===== config.mk =====
export PLATFORM = sky130hd
export DESIGN_NAME = dcache_dummy_readback
export DESIGN_NICKNAME = d
export VERILOG_FILES = /design/src/rtl/dcache_dummy_readback.sv
export SDC_FILE = /design/constraint.sdc
export NUM_CORES = 1
export LEC_CHECK = 0
export CELL_PAD_IN_SITES_DETAIL_PLACEMENT = 0
export CELL_PAD_IN_SITES_GLOBAL_PLACEMENT = 1
export CORE_AREA = 2 2 237 239
export CTS_CLUSTER_SIZE = 40
export DETAILED_ROUTE_END_ITERATION = 8
export DIE_AREA = 0 0 239 241
export PLACE_DENSITY = 0.7
export SLEW_MARGIN = 10
export SYNTH_ARGS = -nofsm -noshare
export SYNTH_HDL_FRONTEND = slang
export SYNTH_HIERARCHICAL = 1
export SYNTH_SLANG_ARGS = --single-unit

===== constraint.sdc =====
create_clock -name clk -period 8.5 [get_ports clk]
set_clock_uncertainty 0.15 [all_clocks]
set_input_delay 1.7 -clock clk [delete_from_list [all_inputs] [get_ports clk]]
set_output_delay 1.7 -clock clk [all_outputs]
set_load 0.1 [all_outputs]

===== src/rtl/dcache_dummy_readback.sv =====
// dcache_dummy_readback
// Reads a run of image lines from DDR through the data-cache memory port,
// repacks the low byte of each 32-bit lane into a 64-bit pixel word and
// streams the words out through a small first-word-fall-through FIFO.
//
// Handshakes:
//  - DDR side: a request is held (mem_valid_data1=1, address stable) until
//    mem_ready_data1=1; read data is valid in that same cycle. Ready is only
//    looked at while a request is being held. Only one request is ever
//    outstanding, and valid drops for at least one cycle between requests.
//  - Consumer side: out_data is the FIFO head; a word is transferred on
//    every rising edge where out_valid=1 and out_ready=1.

// Small FWFT FIFO: head is visible while valid, valid is a register.
module dcache_dummy_readback_fifo #(
    parameter int W     = 64,
    parameter int DEPTH = 2
) (
    input  logic                     clk,
    input  logic                     rst,
    input  logic                     push,
    input  logic [W-1:0]             push_data,
    input  logic                     pop,
    output logic [W-1:0]             head,
    output logic                     valid,
    output logic [$clog2(DEPTH):0]   level
);
    localparam int PW = $clog2(DEPTH);
    localparam int LW = PW + 1;

    logic [W-1:0]  storage [DEPTH];
    logic [PW-1:0] wr_ptr;
    logic [PW-1:0] rd_ptr;
    logic [LW-1:0] level_q;
    logic [LW-1:0] level_next;
    logic          valid_q;
    logic          push_ok;
    logic          pop_ok;

    // A pop only takes effect when there is a head; a push only when there is room.
    assign pop_ok  = pop & valid_q;
    assign push_ok = push & (level_q != LW'(DEPTH));

    // Occupancy update; simultaneous push and pop leaves it unchanged.
    always_comb begin
        level_next = level_q;
        case ({push_ok, pop_ok})
            2'b10:   level_next = level_q + LW'(1);
            2'b01:   level_next = level_q - LW'(1);
            default: level_next = level_q;
        endcase
    end

    // Pointers, occupancy and the registered valid flag.
    always_ff @(posedge clk) begin
        if (rst) begin
            wr_ptr  <= '0;
            rd_ptr  <= '0;
            level_q <= '0;
            valid_q <= 1'b0;
        end else begin
            if (push_ok) wr_ptr <= wr_ptr + PW'(1);
            if (pop_ok)  rd_ptr <= rd_ptr + PW'(1);
            level_q <= level_next;
            valid_q <= (level_next != '0);
        end
    end

    // Data storage needs no reset: entries are only read while valid.
    always_ff @(posedge clk) begin
        if (push_ok) storage[wr_ptr] <= push_data;
    end

    // Head reads as zero when empty so the output is clean after reset.
    assign head  = valid_q ? storage[rd_ptr] : '0;
    assign valid = valid_q;
    assign level = level_q;
endmodule

module dcache_dummy_readback #(
    parameter logic [27:0] BASE_ADDR   = 28'h1000000,
    parameter int          NUM_WORDS   = 38400,
    parameter int          ADDR_STRIDE = 8,
    parameter int          FIFO_DEPTH  = 2
) (
    input  logic         clk,
    input  logic         rst,
    input  logic         start,
    output logic         busy,
    output logic         done,
    output logic         fmt_err,
    output logic [27:0]  mem_data_addr1,
    output logic         mem_rw_data1,
    output logic         mem_valid_data1,
    input  logic         mem_ready_data1,
    input  logic [255:0] mem_data_rd1,
    output logic [255:0] mem_data_wr1,
    output logic [63:0]  out_data,
    output logic         out_valid,
    input  logic         out_ready
);
    localparam int LW = $clog2(FIFO_DEPTH) + 1;

    typedef enum logic [2:0] {
        S_IDLE  = 3'd0,
        S_ISSUE = 3'd1,
        S_WAIT  = 3'd2,
        S_DRAIN = 3'd3,
        S_DONE  = 3'd4
    } state_t;

    state_t        state;
    state_t        state_next;

    logic [27:0]   addr_q;
    logic [15:0]   line_cnt;
    logic [15:0]   line_cnt_inc;
    logic          fmt_err_q;

    logic          start_ok;
    logic          resp;
    logic          last_line;
    logic          room;

    logic [63:0]   packed_word;
    logic          lane_err;

    logic [LW-1:0] fifo_level;
    logic          fifo_valid;
    logic [63:0]   fifo_head;

    assign line_cnt_inc = line_cnt + 16'd1;
    assign last_line    = (line_cnt_inc == 16'(NUM_WORDS));
    assign room         = (fifo_level < LW'(FIFO_DEPTH));

    // Next-state and state-decoded outputs.
    always_comb begin
        state_next      = state;
        start_ok        = 1'b0;
        resp            = 1'b0;
        busy            = 1'b0;
        done            = 1'b0;
        mem_valid_data1 = 1'b0;
        case (state)
            S_IDLE: begin
                if (start) begin
                    start_ok   = 1'b1;
                    state_next = S_ISSUE;
                end
            end
            S_ISSUE: begin
                busy = 1'b1;
                // Only ask for a line once its response is sure to fit.
                if (room) state_next = S_WAIT;
            end
            S_WAIT: begin
                busy            = 1'b1;
                mem_valid_data1 = 1'b1;
                if (mem_ready_data1) begin
                    resp       = 1'b1;
                    state_next = last_line ? S_DRAIN : S_ISSUE;
                end
            end
            S_DRAIN: begin
                busy = 1'b1;
                if (fifo_level == '0) state_next = S_DONE;
            end
            S_DONE: begin
                done = 1'b1;
                if (start) begin
                    start_ok   = 1'b1;
                    state_next = S_ISSUE;
                end
            end
            default: state_next = S_IDLE;
        endcase
    end

    // State register.
    always_ff @(posedge clk) begin
        if (rst) state <= S_IDLE;
        else     state <= state_next;
    end

    // Line address, line count and sticky format error for the current run.
    always_ff @(posedge clk) begin
        if (rst) begin
            addr_q    <= BASE_ADDR;
            line_cnt  <= '0;
            fmt_err_q <= 1'b0;
        end else if (start_ok) begin
            addr_q    <= BASE_ADDR;
            line_cnt  <= '0;
            fmt_err_q <= 1'b0;
        end else if (resp) begin
            addr_q   <= addr_q + 28'(ADDR_STRIDE);
            line_cnt <= line_cnt_inc;
            if (lane_err) fmt_err_q <= 1'b1;
        end
    end

    // Repack the low byte of each lane; any upper lane bit flags a bad line.
    always_comb begin
        packed_word = '0;
        lane_err    = 1'b0;
        for (int k = 0; k < 8; k++) begin
            packed_word[8*k +: 8] = mem_data_rd1[32*k +: 8];
            lane_err              = lane_err | (|mem_data_rd1[32*k+8 +: 24]);
        end
    end

    dcache_dummy_readback_fifo #(
        .W     (64),
        .DEPTH (FIFO_DEPTH)
    ) u_fifo (
        .clk       (clk),
        .rst       (rst),
        .push      (resp),
        .push_data (packed_word),
        .pop       (out_ready),
        .head      (fifo_head),
        .valid     (fifo_valid),
        .level     (fifo_level)
    );

    assign out_data       = fifo_head;
    assign out_valid      = fifo_valid;
    assign fmt_err        = fmt_err_q;
    assign mem_data_addr1 = addr_q;
    assign mem_rw_data1   = 1'b0;
    assign mem_data_wr1   = '0;
endmodule


# After elaboration in Yosys (flattened, before gate mapping)
# Memory sizes are Yosys's and may differ from the RTL's. A register that Yosys moved wholly into a read port is not among the register bits.
# Index checks and enable logic that the tools add are counted.
word_totals:
  inputBits: 261
  mem_bits_rw: 128
  regBits: 53
  memories: 1
classes:
  n_bitwise: 9
  n_mux: 19
  n_reduce_logical: 16
  eq_ne: 12
  add_sub_neg: 6
  n_lt_le_gt_ge: 1
mem_list:
  columns: ["memory", "words", "width", "read_ports", "rd_clocked_by_memory_dff", "wr", "line", "rtl"]
  rows:
  - ["u_fifo.storage", 2, 64, 1, 1, 1, "31", "logic [W-1:0] storage [DEPTH];"]
op_table:
  columns: ["operator", "n"]
  rows:
  - ["24-bit OR reduction", 8]
  - ["64-bit two-way mux", 1]
  - ["28-bit by 4-bit adder with 28-bit output (second input constant)", 1]
  - ["16-bit by 1-bit adder with 16-bit output (second input constant)", 1]
  - ["16-bit equality test (second input constant)", 1]
  - ["3-bit two-way mux", 4]
  - ["3-bit case mux with 4 select lines", 1]
  - ["1-bit two-way mux", 11]
  - ["2-bit != test (second input constant)", 4]
  - ["1-bit OR", 7]
  - ["3-bit by 2-bit equality test with 1-bit output (second input constant)", 2]
  - ["2-bit case mux with 2 select lines", 1]
  - ["4-bit AND reduction", 1]
  - ["2-bit OR reduction", 2]
  - ["3-bit by 1-bit equality test with 1-bit output (second input constant)", 1]
  - ["3-bit equality test (second input constant)", 1]
  - ["3-bit zero test", 1]
  - ["3-bit OR reduction", 1]
  - ["1-bit adder (second input constant)", 2]
  - ["2-bit by 1-bit adder with 2-bit output (second input constant)", 1]
  - ["1-bit AND", 2]
  - ["2-bit by 1-bit equality test with 1-bit output (second input constant)", 1]
  - ["2-bit equality test (second input constant)", 1]
  - ["2-bit zero test", 1]
  - ["6 further kinds", 6]

# Logic depth before layout (Yosys ltp)
# Gate-level depths: netlist of the first run.
logic_depth:
  depth_word: 9
  depth_mapped: 7
  depth_no_buf: 7

# Modules after synthesis
# The synthesis of the first run kept the hierarchy.
modules_own_cells:
  columns: ["mod", "cells_each", "n_inst", "area_per_inst_um2", "seq_area_each_um2"]
  rows:
  - ["dcache_dummy_readback_fifo", 301, 1, 5228.8, 3963.8]
  - ["dcache_dummy_readback", 591, 1, 4605.7, 900.9]

# Least setup slack after synthesis of the first run
# Ideal clock, no wire load.
synth_timing:
  kind: "input to register"
  from: "input port mem_ready_data1"
  to: "memory u_fifo.storage[1][0] (enable)"
  slack_ns: 3.152
  stages: 4
  t_arrival_ns: 4.712
  required_time_ns: 7.864
  path_buffers: 0
  cell_sequence: "nand4bb_4 clkinv_2 nand2_1 nor2_1"
synth_between:
  elab_chain_len: 5
synth_rtl:
  columns: ["element", "line", "rtl"]
  rows:
  - ["start: declaration", "95", "input logic mem_ready_data1,"]
  - ["1-bit two-way mux", "159", "if (mem_ready_data1) begin"]
  - ["1-bit two-way mux", "144", "case (state)"]
  - ["net resp", "121", "logic resp;"]
  - ["1-bit AND", "42", "assign push_ok = push & (level_q != LW'(DEPTH));"]
  - ["1-bit two-way mux", "71", "if (push_ok) storage[wr_ptr] <= push_data;"]
  - ["1-bit two-way mux (not written as such)", "71", null]
  - ["end: declaration", "31", null]
# The timed path passes the listed nets, and every way through them passes these cells.

==> results of run 1 <==
[state kept, by name, indices dropped and copies added (netlist names), named ones only]
register        count
u_fifo/rd_ptr       1
u_fifo/wr_ptr       1
fmt_err             1
line_cnt           16
u_fifo/level        2
u_fifo/storage    128
mem_data_addr1     25
u_fifo/valid        1
state               3
[metrics by stage]
stage / util / power, uW / hold WS [ps]
6_report: 0.250 / 2620 / 341
5_1_grt: 0.250 / 2710 / 358
4_1_cts: 0.250 / 2660 / 343
3_5_place_dp: 0.240 / 1910 / 313
3_3_place_gp: 0.240 / 1910 / 319
2_1_floorplan: - / 1800 / 316
[cells by family after synthesis]
family / synth area share
xor+xnor: 0.0285
flops: 0.495
simple gates: 0.163
other cells: 0.000381
compound gates: 0.0293
mux: 0.0651
buf+inv: 0.216
fa+ha+maj: 0.00382
[how the worst min path moves through the flow]
stage | start | endpoint | slack (ps) | cells past startpoint
2_1_floorplan | line_cnt[1] | line_cnt[1] | 320 | 2
3_3_place_gp | fmt_err | fmt_err | 320 | 1
3_5_place_dp | fmt_err | fmt_err | 310 | 1
4_1_cts | fmt_err | fmt_err | 340 | 1
5_1_grt | fmt_err | fmt_err | 360 | 1
6_report | fmt_err | fmt_err | 340 | 1
[routing by layer]
metal	global-route usage	wire length (um)
met5	0	54
met3	0.0414	2730
met4	0.0627	1410
met1	0.0909	10000
met2	0.158	14500
[synthesized netlist by cell type, types with 3 or more instances]
cell / n / area share
sky130_fd_sc_hd__nand4_1: 23 / 0.015
sky130_fd_sc_hd__dfxtp_1: 51 / 0.10
sky130_fd_sc_hd__a21oi_1: 17 / 0.0087
sky130_fd_sc_hd__nor2b_1: 66 / 0.042
sky130_fd_sc_hd__and4_1: 7 / 0.0062
sky130_fd_sc_hd__nor2_1: 44 / 0.017
sky130_fd_sc_hd__nand2_1: 18 / 0.0069
sky130_fd_sc_hd__buf_4: 266 / 0.20
sky130_fd_sc_hd__a21o_1: 3 / 0.0023
sky130_fd_sc_hd__xor2_1: 15 / 0.013
sky130_fd_sc_hd__nand2b_1: 4 / 0.0025
sky130_fd_sc_hd__nand3b_1: 5 / 0.0038
sky130_fd_sc_hd__nor4_1: 58 / 0.037
sky130_fd_sc_hd__o21ai_0: 14 / 0.0071
sky130_fd_sc_hd__mux2i_1: 64 / 0.065
sky130_fd_sc_hd__inv_1: 9 / 0.0034
sky130_fd_sc_hd__ha_1: 3 / 0.0038
sky130_fd_sc_hd__buf_2: 4 / 0.0020
sky130_fd_sc_hd__xnor2_1: 17 / 0.015
sky130_fd_sc_hd__nand3_1: 15 / 0.0076
sky130_fd_sc_hd__edfxtp_1: 128 / 0.39
sky130_fd_sc_hd__clkbuf_1: 14 / 0.0053
sky130_fd_sc_hd__nor3_1: 4 / 0.0020
sky130_fd_sc_hd__or3_1: 11 / 0.0070
sky130_fd_sc_hd__and2_1: 4 / 0.0025
[worst max-delay path, delay by kind of cell, from the launching register on]
family,cells,cell delay [ps]
buffers and inverters,2,1910
muxes,1,190
and+or+nand+nor,1,230
DFF,1,530
[power by group through the flow]
stage,Combinational (uW),Sequential (uW),Clock (uW)
6_report,922,967,727
5_1_grt,948,970,797
4_1_cts,923,968,766
3_5_place_dp,921,987,0
3_3_place_gp,918,987,0
2_1_floorplan,825,979,0
[area by class of cell]
cell class	instances	area [um2]
multi-input combinational	677	3830
fill	5896	41100
clock buffer	20	437
inverter	10	38.8
sequential	179	4870
timing repair buffer	358	3570
clock inverter	12	98.8
tap	704	881
antenna	6	15.0
==> impl_metrics.tcl, run 1 <==
set metrics [dict create \
    cell_internal_pwr_uw 1500 \
    dpl_cell_area_um2 13200 \
    critical_path.endpoint_type "output port" \
    crit_path_dat_ps 3390 \
    grt_pass1_wl_um 38700 \
    detail_route.vias_per_cell 3.58 \
    status "finished, final reports clean" \
    grtUsageTotal 0.0927 \
    grt_pass1_vias 6439 \
    io_pins 615 \
    dieHeight_um 241 \
    syn_avg_cell_area_um2 11.0 \
    p_clk_frac 0.278 \
    final_net_count 1507 \
    criticalPathCategory "flip-flop to output port" \
    cpPeakStageDelay_ps 1180 \
    worst_slew_pin_slew_ps 1120 \
    layout_worst_path_cycle_share 0.616 \
    gp_routability_congestion 0.936 \
    area.growth.synth_to_final_pct 39.7 \
    p_leak_uw 0.00466 \
    num_vias 7045 \
    cts_sinks 179 \
    portBuffers 354 \
    cpMaxStageDelayCell "sky130_fd_sc_hd__clkdlybuf4s50_1" \
    cts.repair_timing.setup_buffer_count 0 \
    number_of_standard_cells_after_synthesis 892 \
    clock_tree_from_tritoncts "done" \
    finalSetupTns_ps 0 \
    critPathRequiredTime_ps 6650 \
    start_util 0.179 \
    tritoncts.num_buffers 17 \
    cp_max_fo 48 \
    die_w_um 239 \
    pin_count_of_the_biggest_net_entering_global_routing 67 \
    power.combinational.fraction 0.353 \
    cts_hold_buf 0 \
    post-route-cell-area_um2 13700 \
    final-instance-count-excl-fill 1966 \
    clock_buffer_depth 2 \
    worst_slew_margin_rel 0.256 \
    grt_setup_unrepaired "no" \
    drt-total-wl_um 28700 \
    yosys_warnings 6 \
    ant_nets 0 \
    syn-cell-area_um2 9830 \
    yosys_register_bits 179 \
    detailedRoute.firstIterationViolations 302 \
    synth_enable_flop_cells 128 \
    number_of_distinct_library_cells_after_synthesis 49 \
    grt_remaining_overflow 0 \
    crit_end "out_data[9]" \
    detail_route.wl_per_cell_um 14.6 \
    dieArea_um2 57600 \
    postCtsResizedCells 0 \
    drc_markers 0 \
    f_max_ghz 0.191 \
    critical_path_cell_by_cell "buf_4 > mux2i_1 > nor2b_1 > clkdlybuf4s50_1" \
    dp_hpwl_um 22400 \
    maxSlewViolCount 0 \
    antenna_found_initial 11 \
    finalSetupViolations 0 \
    final_hold_viol_count 0 \
    start_kind "flip-flop" \
    synth_seq_area_share 0.495 \
    final.min_clock_period_ps 5240 \
    fp-row-count 86 \
    worstReg2RegStart "state[0]" \
    async_reset_ff_frac 0 \
    design.core.area_um2 54900 \
    insertion_delay_ps 460 \
    dp.cells 1928 \
    hold_path_class "flip-flop to flip-flop" \
    postLayoutSetupSlackWorst_ps 3260 \
    critical_path.reg2reg.endpoint "mem_data_addr1[26]" \
    power_switching_share 0.425 \
    synth_ff_type "sky130_fd_sc_hd__edfxtp_1" \
    reg2regPathDepth 6 \
    maxCapViolations 0 \
    final_cell_mix "353 x sky130_fd_sc_hd__clkdlybuf4s50_1, 260 x sky130_fd_sc_hd__conb_1, 128 x sky130_fd_sc_hd__edfxtp_1" \
    net_sw_power_uw 1110 \
    clk_pin_slew_ps 70 \
    regToRegSetupSlack_ps 5740 \
    power_density_nw_per_um2 190 \
    dr.pass1.iters 4 \
    htree_levels 4 \
    cts_root_buffer "sky130_fd_sc_hd__clkbuf_16" \
    power_frac_seq 0.370 \
    pre_cts_slack_ps 3730 \
    most_common_library_cell_in_the_layout_ignoring_fill_and_taps "sky130_fd_sc_hd__clkdlybuf4s50_1" \
    power.ir.vdd_worst_uv 128 \
    drive_gt1_frac 0.0358 \
]
Note: power is estimated with default switching activity, not from simulation.
==> run 2, diff against run 1 <==
- CORE_AREA: 2 2 237 239 -> 2 2 238 240
- DIE_AREA: 0 0 239 241 -> 0 0 240 242
- PLACE_DENSITY: 0.7 -> 0.69
- clock period: 8.5 -> 5.4 ns (I/O delays scaled with it)
==> impl_metrics.tcl, run 2 (synthesis results as in run 1) <==
set metrics [dict create \
    status "finished, final reports clean" \
    clock_buffer_depth 2 \
    detail_route.vias_per_cell 3.46 \
    most_common_library_cell_in_the_layout_ignoring_fill_and_taps "sky130_fd_sc_hd__clkdlybuf4s50_1" \
    grtUsageTotal 0.0868 \
    drt-total-wl_um 27000 \
    crit_path_dat_ps 3020 \
    insertion_delay_ps 440 \
    design.core.area_um2 55700 \
    dieHeight_um 242 \
    min_path_cells 2 \
    num_vias 6975 \
    final_cell_mix "353 x sky130_fd_sc_hd__clkdlybuf4s50_1, 260 x sky130_fd_sc_hd__conb_1, 128 x sky130_fd_sc_hd__edfxtp_1" \
    finalSetupTns_ps 0 \
    postCtsResizedCells 0 \
    worst_slew_margin_rel 0.248 \
    grt_setup_unrepaired "no" \
    largest_register_ffs 128 \
    p_leak_uw 0.00472 \
    reg2regPathDepth 5 \
    hold_path_class "flip-flop to flip-flop" \
    cts_hold_buf 0 \
    die_w_um 240 \
    final_net_count 1509 \
    cpMaxStageDelayCell "sky130_fd_sc_hd__clkdlybuf4s50_1" \
    tritoncts.num_buffers 17 \
    gp_routability_congestion 0.777 \
    power.ir.vdd_worst_uv 209 \
    pin_count_of_the_biggest_net_entering_global_routing 67 \
    dieArea_um2 58100 \
    cts_root_buffer "sky130_fd_sc_hd__clkbuf_16" \
    layout_worst_path_cycle_share 0.787 \
    path_depth 4 \
    clock_tree_from_tritoncts "done" \
    drc_markers 0 \
    fp-row-count 87 \
    criticalPathCategory "flip-flop to output port" \
    critical_path_cell_by_cell "buf_4 > mux2i_1 > nor2b_1 > clkdlybuf4s50_1" \
    worst_slew_pin_slew_ps 1120 \
    area.growth.synth_to_final_pct 41.2 \
    cts_sinks 179 \
    final_hold_viol_count 0 \
    maxCapViolations 0 \
    dr.pass1.iters 5 \
    antenna_found_initial 6 \
    cts.repair_timing.setup_buffer_count 0 \
    start_util 0.176 \
    drive_gt1_frac 0.0397 \
    finalSetupViolations 0 \
    clk_pin_slew_ps 80 \
    maxSlewViolCount 0 \
    cpPeakStageDelay_ps 1140 \
    cp_max_fo 35 \
    f_max_ghz 0.235 \
    critPathRequiredTime_ps 4170 \
    grt_pass1_wl_um 37600 \
    largest_register "u_fifo/storage" \
    grt_pass1_vias 6551 \
    dp_hpwl_um 21500 \
    dp.cells 1982 \
    grt_remaining_overflow 0 \
    power_density_nw_per_um2 304 \
    ant_nets 0 \
    timing.critical_path.max_delay_family "buffers and inverters" \
    htree_levels 4 \
    critical_path.endpoint_type "output port" \
    detail_route.wl_per_cell_um 13.4 \
    detailedRoute.firstIterationViolations 162 \
    io_pins 615 \
    final.fill_count 6019 \
    start_kind "flip-flop" \
    final.min_clock_period_ps 4250 \
    portBuffers 354 \
    final-instance-count-excl-fill 2016 \
    path_buf_inv 2 \
]
run 2: cell count changes in the layout (fill, tap and decap cells not counted), sizes merged:
cell	before	now
diode	6	2
inv	13	17
clkbuf	20	17
clkinvlp	5	2
buf	5	7
bufinv	0	1
clkinv	4	5
run 2: final cells by class:
class / count / area (um2) / share of cell area
clock inverter: 15 / 185 / 0.0133
tap: 756 / 946 / 0.0681
antenna: 2 / 5.00 / 0.000360
clock buffer: 17 / 425 / 0.0306
timing repair buffer: 360 / 3590 / 0.258
sequential: 179 / 4870 / 0.351
multi-input combinational: 677 / 3830 / 0.276
inverter: 10 / 38.8 / 0.00279
run 2: tightest hold or removal path, stage by stage, from the launching register on:
cell,delay [ps]
sky130_fd_sc_hd__dfxtp_1,330
sky130_fd_sc_hd__o31ai_1,70
sky130_fd_sc_hd__a21oi_1,60
run 2: metal layers:
layer  vias to the layer above  part of all wire  global-route usage
met4                         4             0.032              0.0371
li1                       3370                 -                   -
met5                         -           0.00085                   0
met3                        38             0.073              0.0258
met2                       305              0.52               0.156
met1                      3258              0.38              0.0933
run 2: final timing paths:
check,startpoint,endpoint,slack [ps]
worst max-delay path,flip-flop,out_data[24],1150
worst max register to register,state[0],u_fifo/storage[0][16],2690
worst min-delay path,mem_data_addr1[27],mem_data_addr1[27],350
worst min register to register,mem_data_addr1[27],mem_data_addr1[27],350
run 2: power by group:
group | switching, uW | internal (uW)
Combinational | 1160 | 281
Clock | 585 | 667
Sequential | 34.6 | 1490
Total | 1780 | 2440
run 2: through the flow:
step                 util  setup slack, ps  area [um2]  hold slack [ps]  total power, uW
floorplan               -              672       10800              316             2840
global route        0.249              949       13900              364             4370
detailed placement  0.238             1520       13300              325             3000
global placement    0.238             1550       13300              325             3000
CTS                 0.249             1070       13900              341             4270
finish              0.249             1150       13900              346             4220
